==> src/rtl/dmem_arbiter.sv <==
// Shares the single-port data RAM between the CPU (m0, fixed priority) and the
// debug/loader port (m1, guaranteed a grant by a starvation counter).
module dmem_arbiter #(
  parameter int ADDR_W   = 10,
  parameter int DATA_W   = 32,
  parameter int MAX_WAIT = 4
) (
  input  logic              clk,
  input  logic              rst,
  input  logic              m0_req,
  input  logic              m0_we,
  input  logic [ADDR_W-1:0] m0_addr,
  input  logic [DATA_W-1:0] m0_wdata,
  output logic              m0_gnt,
  output logic              m0_rvalid,
  output logic [DATA_W-1:0] m0_rdata,
  input  logic              m1_req,
  input  logic              m1_we,
  input  logic [ADDR_W-1:0] m1_addr,
  input  logic [DATA_W-1:0] m1_wdata,
  output logic              m1_gnt,
  output logic              m1_rvalid,
  output logic [DATA_W-1:0] m1_rdata,
  output logic              ram_wea,
  output logic [ADDR_W-1:0] ram_addra,
  output logic [DATA_W-1:0] ram_dina,
  input  logic [DATA_W-1:0] ram_douta
);

  localparam logic [3:0] MAX_CNT = 4'(MAX_WAIT);

  logic [3:0]        wait_cnt;
  logic              force_m1;
  logic [ADDR_W-1:0] addr_q;
  logic [DATA_W-1:0] wdata_q;
  logic [DATA_W-1:0] m0_rdata_q;
  logic [DATA_W-1:0] m1_rdata_q;

  // Priority flips to m1 for one cycle once it has been denied MAX_WAIT times.
  always_comb begin
    m0_gnt = 1'b0;
    m1_gnt = 1'b0;
    if (!rst) begin
      if (force_m1) begin
        m1_gnt = m1_req;
        m0_gnt = m0_req && !m1_req;
      end else begin
        m0_gnt = m0_req;
        m1_gnt = m1_req && !m0_req;
      end
    end
  end

  always_comb begin
    ram_wea   = 1'b0;
    ram_addra = addr_q;
    ram_dina  = wdata_q;
    if (m0_gnt) begin
      ram_wea   = m0_we;
      ram_addra = m0_addr;
      ram_dina  = m0_wdata;
    end else if (m1_gnt) begin
      ram_wea   = m1_we;
      ram_addra = m1_addr;
      ram_dina  = m1_wdata;
    end
  end

  always_ff @(posedge clk or posedge rst) begin
    if (rst) begin
      wait_cnt <= '0;
      force_m1 <= 1'b0;
    end else if (!m1_req || m1_gnt) begin
      wait_cnt <= '0;
      force_m1 <= 1'b0;
    end else begin
      if (wait_cnt < MAX_CNT)
        wait_cnt <= wait_cnt + 4'd1;
      force_m1 <= (wait_cnt >= MAX_CNT - 4'd1);
    end
  end

  // Idle cycles keep the last address on the RAM so nothing spurious toggles.
  always_ff @(posedge clk or posedge rst) begin
    if (rst) begin
      addr_q     <= '0;
      wdata_q    <= '0;
      m0_rvalid  <= 1'b0;
      m1_rvalid  <= 1'b0;
      m0_rdata_q <= '0;
      m1_rdata_q <= '0;
    end else begin
      addr_q    <= ram_addra;
      wdata_q   <= ram_dina;
      m0_rvalid <= m0_gnt && !m0_we;
      m1_rvalid <= m1_gnt && !m1_we;
      if (m0_rvalid)
        m0_rdata_q <= ram_douta;
      if (m1_rvalid)
        m1_rdata_q <= ram_douta;
    end
  end

  assign m0_rdata = m0_rvalid ? ram_douta : m0_rdata_q;
  assign m1_rdata = m1_rvalid ? ram_douta : m1_rdata_q;

endmodule

==> config.mk <==
export PLATFORM = sky130hd
export DESIGN_NAME = dmem_arbiter
export DESIGN_NICKNAME = d
export VERILOG_FILES = /design/src/rtl/dmem_arbiter.sv
export SDC_FILE = /design/constraint.sdc
export NUM_CORES = 1
export LEC_CHECK = 0
export ABC_AREA = 0
export CORE_AREA = 2 2 119 121
export CTS_CLUSTER_DIAMETER = 100
export DETAILED_ROUTE_END_ITERATION = 12
export DIE_AREA = 0 0 121 123
export DONT_BUFFER_PORTS = 1
export GPL_TIMING_DRIVEN = 0
export PLACE_DENSITY_LB_ADDON = 0.12
export SETUP_SLACK_MARGIN = 0.2
export SLEW_MARGIN = 20
export SYNTH_ARGS = -nofsm -noshare
export SYNTH_HDL_FRONTEND = slang
export SYNTH_SLANG_ARGS = --single-unit
==> constraint.sdc <==
create_clock -name clk -period 4.5 [get_ports clk]
set_input_delay 0.225 -clock clk [delete_from_list [all_inputs] [get_ports clk]]
set_output_delay 0.225 -clock clk [all_outputs]
set_load 0.03 [all_outputs]
# ---- Yosys cells after proc, flatten, opt, wreduce, memory -nomap -nowiden
# Index checks and enable logic that the tools add are counted.
dict set report word_totals {
  out_inout_bits 111
  register_bits 113
  wordCells 36
}
dict set report classes {
  n_reduce_logical 10
  n_mux 15
  add_sub_neg 1
  magnitude_cmp 2
}
# cell n
set op_table {}
lappend op_table {{32-bit 2-to-1 mux} 4}
lappend op_table {{10-bit 2-to-1 mux} 2}
lappend op_table {{4-bit 2-to-1 mux} 2}
lappend op_table {{1-bit 2-to-1 mux} 7}
lappend op_table {{4-bit by 1-bit adder with 4-bit output (second input constant)} 1}
lappend op_table {{4-bit by 2-bit greater-or-equal comparator with 1-bit output (second input constant)} 1}
lappend op_table {{1-bit logical AND} 4}
lappend op_table {{1-bit logical NOT} 4}
lappend op_table {{4-bit by 3-bit < comparator with 1-bit output (second input constant)} 1}
lappend op_table {{2-bit nonzero test} 1}
lappend op_table {{1-bit logical OR} 1}

# ---- Depth between registers and ports, before layout
dict set report depth {
  depth_word 6
  mapped_depth 4
  depth_no_buf 4
}

# ---- Worst setup path before layout
# OpenSTA, ideal clock, no wires.
dict set report synth_path {
  path_type {input port to output port}
  from {in rst}
  to {out ram_wea}
  arrival_ps 3956
  path_slack_ps 319
  n_path_buf 0
  path_stages 4
  path_cell_list {inv_1 -> nand3_2 -> inv_2 -> a22o_1}
}
# item line
set synth_lines {}
lappend synth_lines {{start, declared} 9} ;# input logic rst,
lappend synth_lines {{1-bit 2-to-1 mux} 43} ;# if (!rst) begin
lappend synth_lines {{net m0_gnt} 14} ;# output logic m0_gnt,
lappend synth_lines {{1-bit 2-to-1 mux} 58} ;# if (m0_gnt) begin
lappend synth_lines {{end, declared} 24} ;# output logic ram_wea,
# The timed path passes the listed nets, and every way through them passes these cells.

# ---- Final worst setup path
dict set report layout_path {
  from {in rst}
  to {out ram_dina[29]}
}
dict set report layout_between {
  elab_chain_len 3
}
# item line
set layout_lines {}
lappend layout_lines {{1-bit 2-to-1 mux} 43}
lappend layout_lines {{32-bit 2-to-1 mux} 62} ;# end else if (m1_gnt) begin
lappend layout_lines {{32-bit 2-to-1 mux *} 58}
lappend layout_lines {{end, declared} 26} ;# output logic [DATA_W-1:0] ram_dina,
# Every way passes the cells marked *; elsewhere a longest branch is shown, timed or not.

==> metrics.md <==
| Metric | Value |
|---|---|
| Outcome | `finished, final reports clean` |
| Synthesized flop and latch total | `113` |
| Top Metal Used | `met4` |
| Critical path arrival | `2.52 ns` |
| Drt drc | `0` |
| Met2 wire len | `5010 um` |
| Clock buffer depth | `2` |
| H-tree lvl count | `4` |
| Die area | `0.0149 sq mm` |
| DRT Wirelength | `10500 um` |
| Fmax | `0.364 GHz` |
| Fillers | `1296` |
| Avg Synthesized Cell Area | `14.9 sq um` |
| Chip Height | `123 um` |
| Area Overhead vs Synth | `17.6%` |
| Area contributors post-synth | `dfrtp_1 (62%), mux2_2 (15%), o221a_1 (10%)` |
| Cell count after synthesis | `307` |
| Vias per std cell | `5.07` |
| Antenna viol nets, final | `0` |
| Initial antenna violation count | `0` |
| Data required time of the worst path | `4.28 ns` |
| Area of the multi-input gates | `0.00159 sq mm` |
| Sw Pwr | `1.03 mW` |
| CP top delay family | `buffers and inverters` |
| Xor/xnor share of the synthesized area | `0.00192` |
| Power Dens Cells | `589 mW/mm^2` |
| HP Class | `primary input to flop` |
| EDFF count, synth | `0` |
| Number of buffers added on ports | `0` |
| Num CTS Buffers | `17` |
| Setup crit end kind | `primary output` |
| Pin count of the biggest net entering global routing | `67` |
| Clock power frac | `0.370` |
| Peak VDD IR | `233 uV` |
| Post-synthesis simple-gate area fraction | `0.0726` |
| CP max stage delay | `0.60 ns` |
| Wire per inst | `20.1 um` |
| DIE WIDTH | `121 um` |
| Final hold vios | `0` |
| Metal3 WL | `1150 um` |
| Int Power | `2.13 mW` |
| Final setup TNS | `0 ns` |
| Hold_buf cts | `3` |
| Dpl hpwl | `7560 um` |
| Slew @ Worst Pin | `0.468 ns` |
| Max-slew violation count | `0` |
| Number of global-route vias before repair | `2723` |
| Leakage power | `2.20 nW` |
| RSZ-0062 raised after global routing | `false` |
| Worst skew pair latency | `0.40 ns` |
| Slowest CP cell | `dlygate4sd3_1` |
| Post-route insts no fill | `522` |
| TritonCTS clock tree | `yes` |
| Tmin final | `2.75 ns` |
| Most numerous cell in the Yosys netlist | `dfrtp_1` |
| Fin util | `0.394` |
| Cell variety after synth | `24` |
| Ports | `233` |
| Initial drt markers | `181` |
| Gr usage total | `0.142` |
| Post-cts gate resize count | `0` |
| Final Setup Violations | `0` |
| Cell accounting for the most synthesized area | `dfrtp_1` |
| Max FO, Critical Path | `66` |
| Syn Nets | `430` |
| Combinational family with the most area after synthesis | `multiplexers` |
| Placer congestion estimate | `0.708` |
| Share of cells above drive strength 1 | `0.319` |
| Post-CTS Setup Inserts | `0` |
| # rows | `43` |
| Placed Cells | `488` |
| Post-Route M1 WL | `4150 um` |
| Smallest hold slack | `0.121 ns` |
| Most frequently used flop master after synthesis | `dfrtp_1` |
| Synth Area in Compound Gates | `0.113` |
| Synth top cells by count | `dfrtp_1 (113), mux2_2 (60), nand2b_1 (43), o221a_1 (42), buf_2 (10)` |
| Comb power frac | `0.240` |
| Reg power frac | `0.390` |
| Post-synth ARST share | `1.00` |
| Crit share post-route | `0.611` |
| Max Cap Viol | `0` |
| First-pass iteration count of the detailed router | `4` |
| Synth Area in Adders | `0.00274` |
| Storage cell area | `0.00283 sq mm` |
| Post-synth top area share | `0.619` |
| WS Path Type | `primary input to primary output` |
| Post-synthesis mux area share | `0.158` |
| Initial Utilization | `0.336` |
| Skew final | `0.00335 ns` |
| Cell area after synthesis | `0.00457 sq mm` |
| Core Area | `0.0136 sq mm` |
| Nets | `453` |
| First-pass GRT wire length | `15400 um` |
| Yosys warns | `0` |
| CP Buf/Inv Count | `4` |
| Power, Total | `3.16 mW` |
| Critical path, cell by cell | `dlygate4sd3_1 > inv_6 > buf_16 > nand3_2 > buf_6 > o221a_1` |
| Post-synthesis sequential area ratio | `0.619` |
| Global route total overflow | `0` |
| Startpoint class of the critical path | `primary input` |
| Sink Count | `113` |
| Clk slew on worst S/H paths | `0.05 ns` |
| Sw Ratio | `0.326` |
| Via count | `2645` |
| Rel. slew slack | `0.688` |
| Clk root buf | `clkbuf_16` |
| Number of diodes | `0` |
[per-stage QoR]
step / setup slack (ns) / instance area (sq um)
finish: 1.75 / 5370
floorplan: 0.319 / 4570
global placement: -1.20 / 4790
CTS: 1.63 / 5370
detailed placement: 2.27 / 4820
global route: 1.49 / 5370
[flip-flops by register name, summed over array words and instances (netlist names)]
signal / count
m0_rdata_q: 32
m1_rdata_q: 32
wdata_q: 32
addr_q: 10
wait_cnt: 4
force_m1: 1
m0_rvalid: 1
m1_rvalid: 1
[cell type report]
class	instances	area share
multi-input combinational	170	0.296
timing repair buffer	4	0.0107
clock buffer	24	0.0841
sequential	113	0.527
clock inverter	7	0.0117
buffer	20	0.0247
tap	180	0.0419
inverter	4	0.00373
[cell families (layout without fill, tap and decap cells)]
group           after synthesis  in the layout
fa+ha+maj                     1              1
xor+xnor                      1              1
simple gates                 56             56
mux                          64             64
flops                       113            113
buf+inv                      24             59
compound gates               48             48
[cells in the final DEF (no fill, tap or decap), types with 2 or more instances in the layout]
cell type and count:
dfrtp_1 113, mux2_2 60, nand2b_1 43, o221a_1 42, clkbuf_16 17, buf_2 10
clkbuf_1 9, nor2_1 7, clkinv_2 5, buf_6 4, buf_4 4, mux2_1 4
dlygate4sd3_1 3, nand2_1 2, inv_1 2, a21oi_1 2
[worst paths after layout]
check / start / end / slack, ns / cells past startpoint
hold reg to reg: wait_cnt[2] / wait_cnt[2] / 0.54 / 2
hold / removal: m1_req / wait_cnt[1] / 0.12 / 2
max in group asynchronous: rst / m1_rdata_q[17] / 3.45 / 3
min in group asynchronous: rst / wdata_q[31] / 0.36 / 2
setup / recovery: rst / ram_dina[29] / 1.75 / 6
setup reg to reg: m0_rvalid / m0_rdata_q[6] / 2.70 / 3
[routing by layer]
metal / vias up / track usage
met4: 0 / 0.0741
met3: 12 / 0.0660
met5: - / 0
met1: 1321 / 0.170
met2: 141 / 0.213
li1: 1171 / -
[power by group through the flow]
stage	combinational [mW]	sequential, mW	clock, mW
floorplan	0.679	1.24	0
global placement	0.762	1.25	0
finish	0.759	1.23	1.17
CTS	0.770	1.23	1.21
global route	0.798	1.25	1.27
detailed placement	0.765	1.25	0
(Power assumes the default switching activity.)
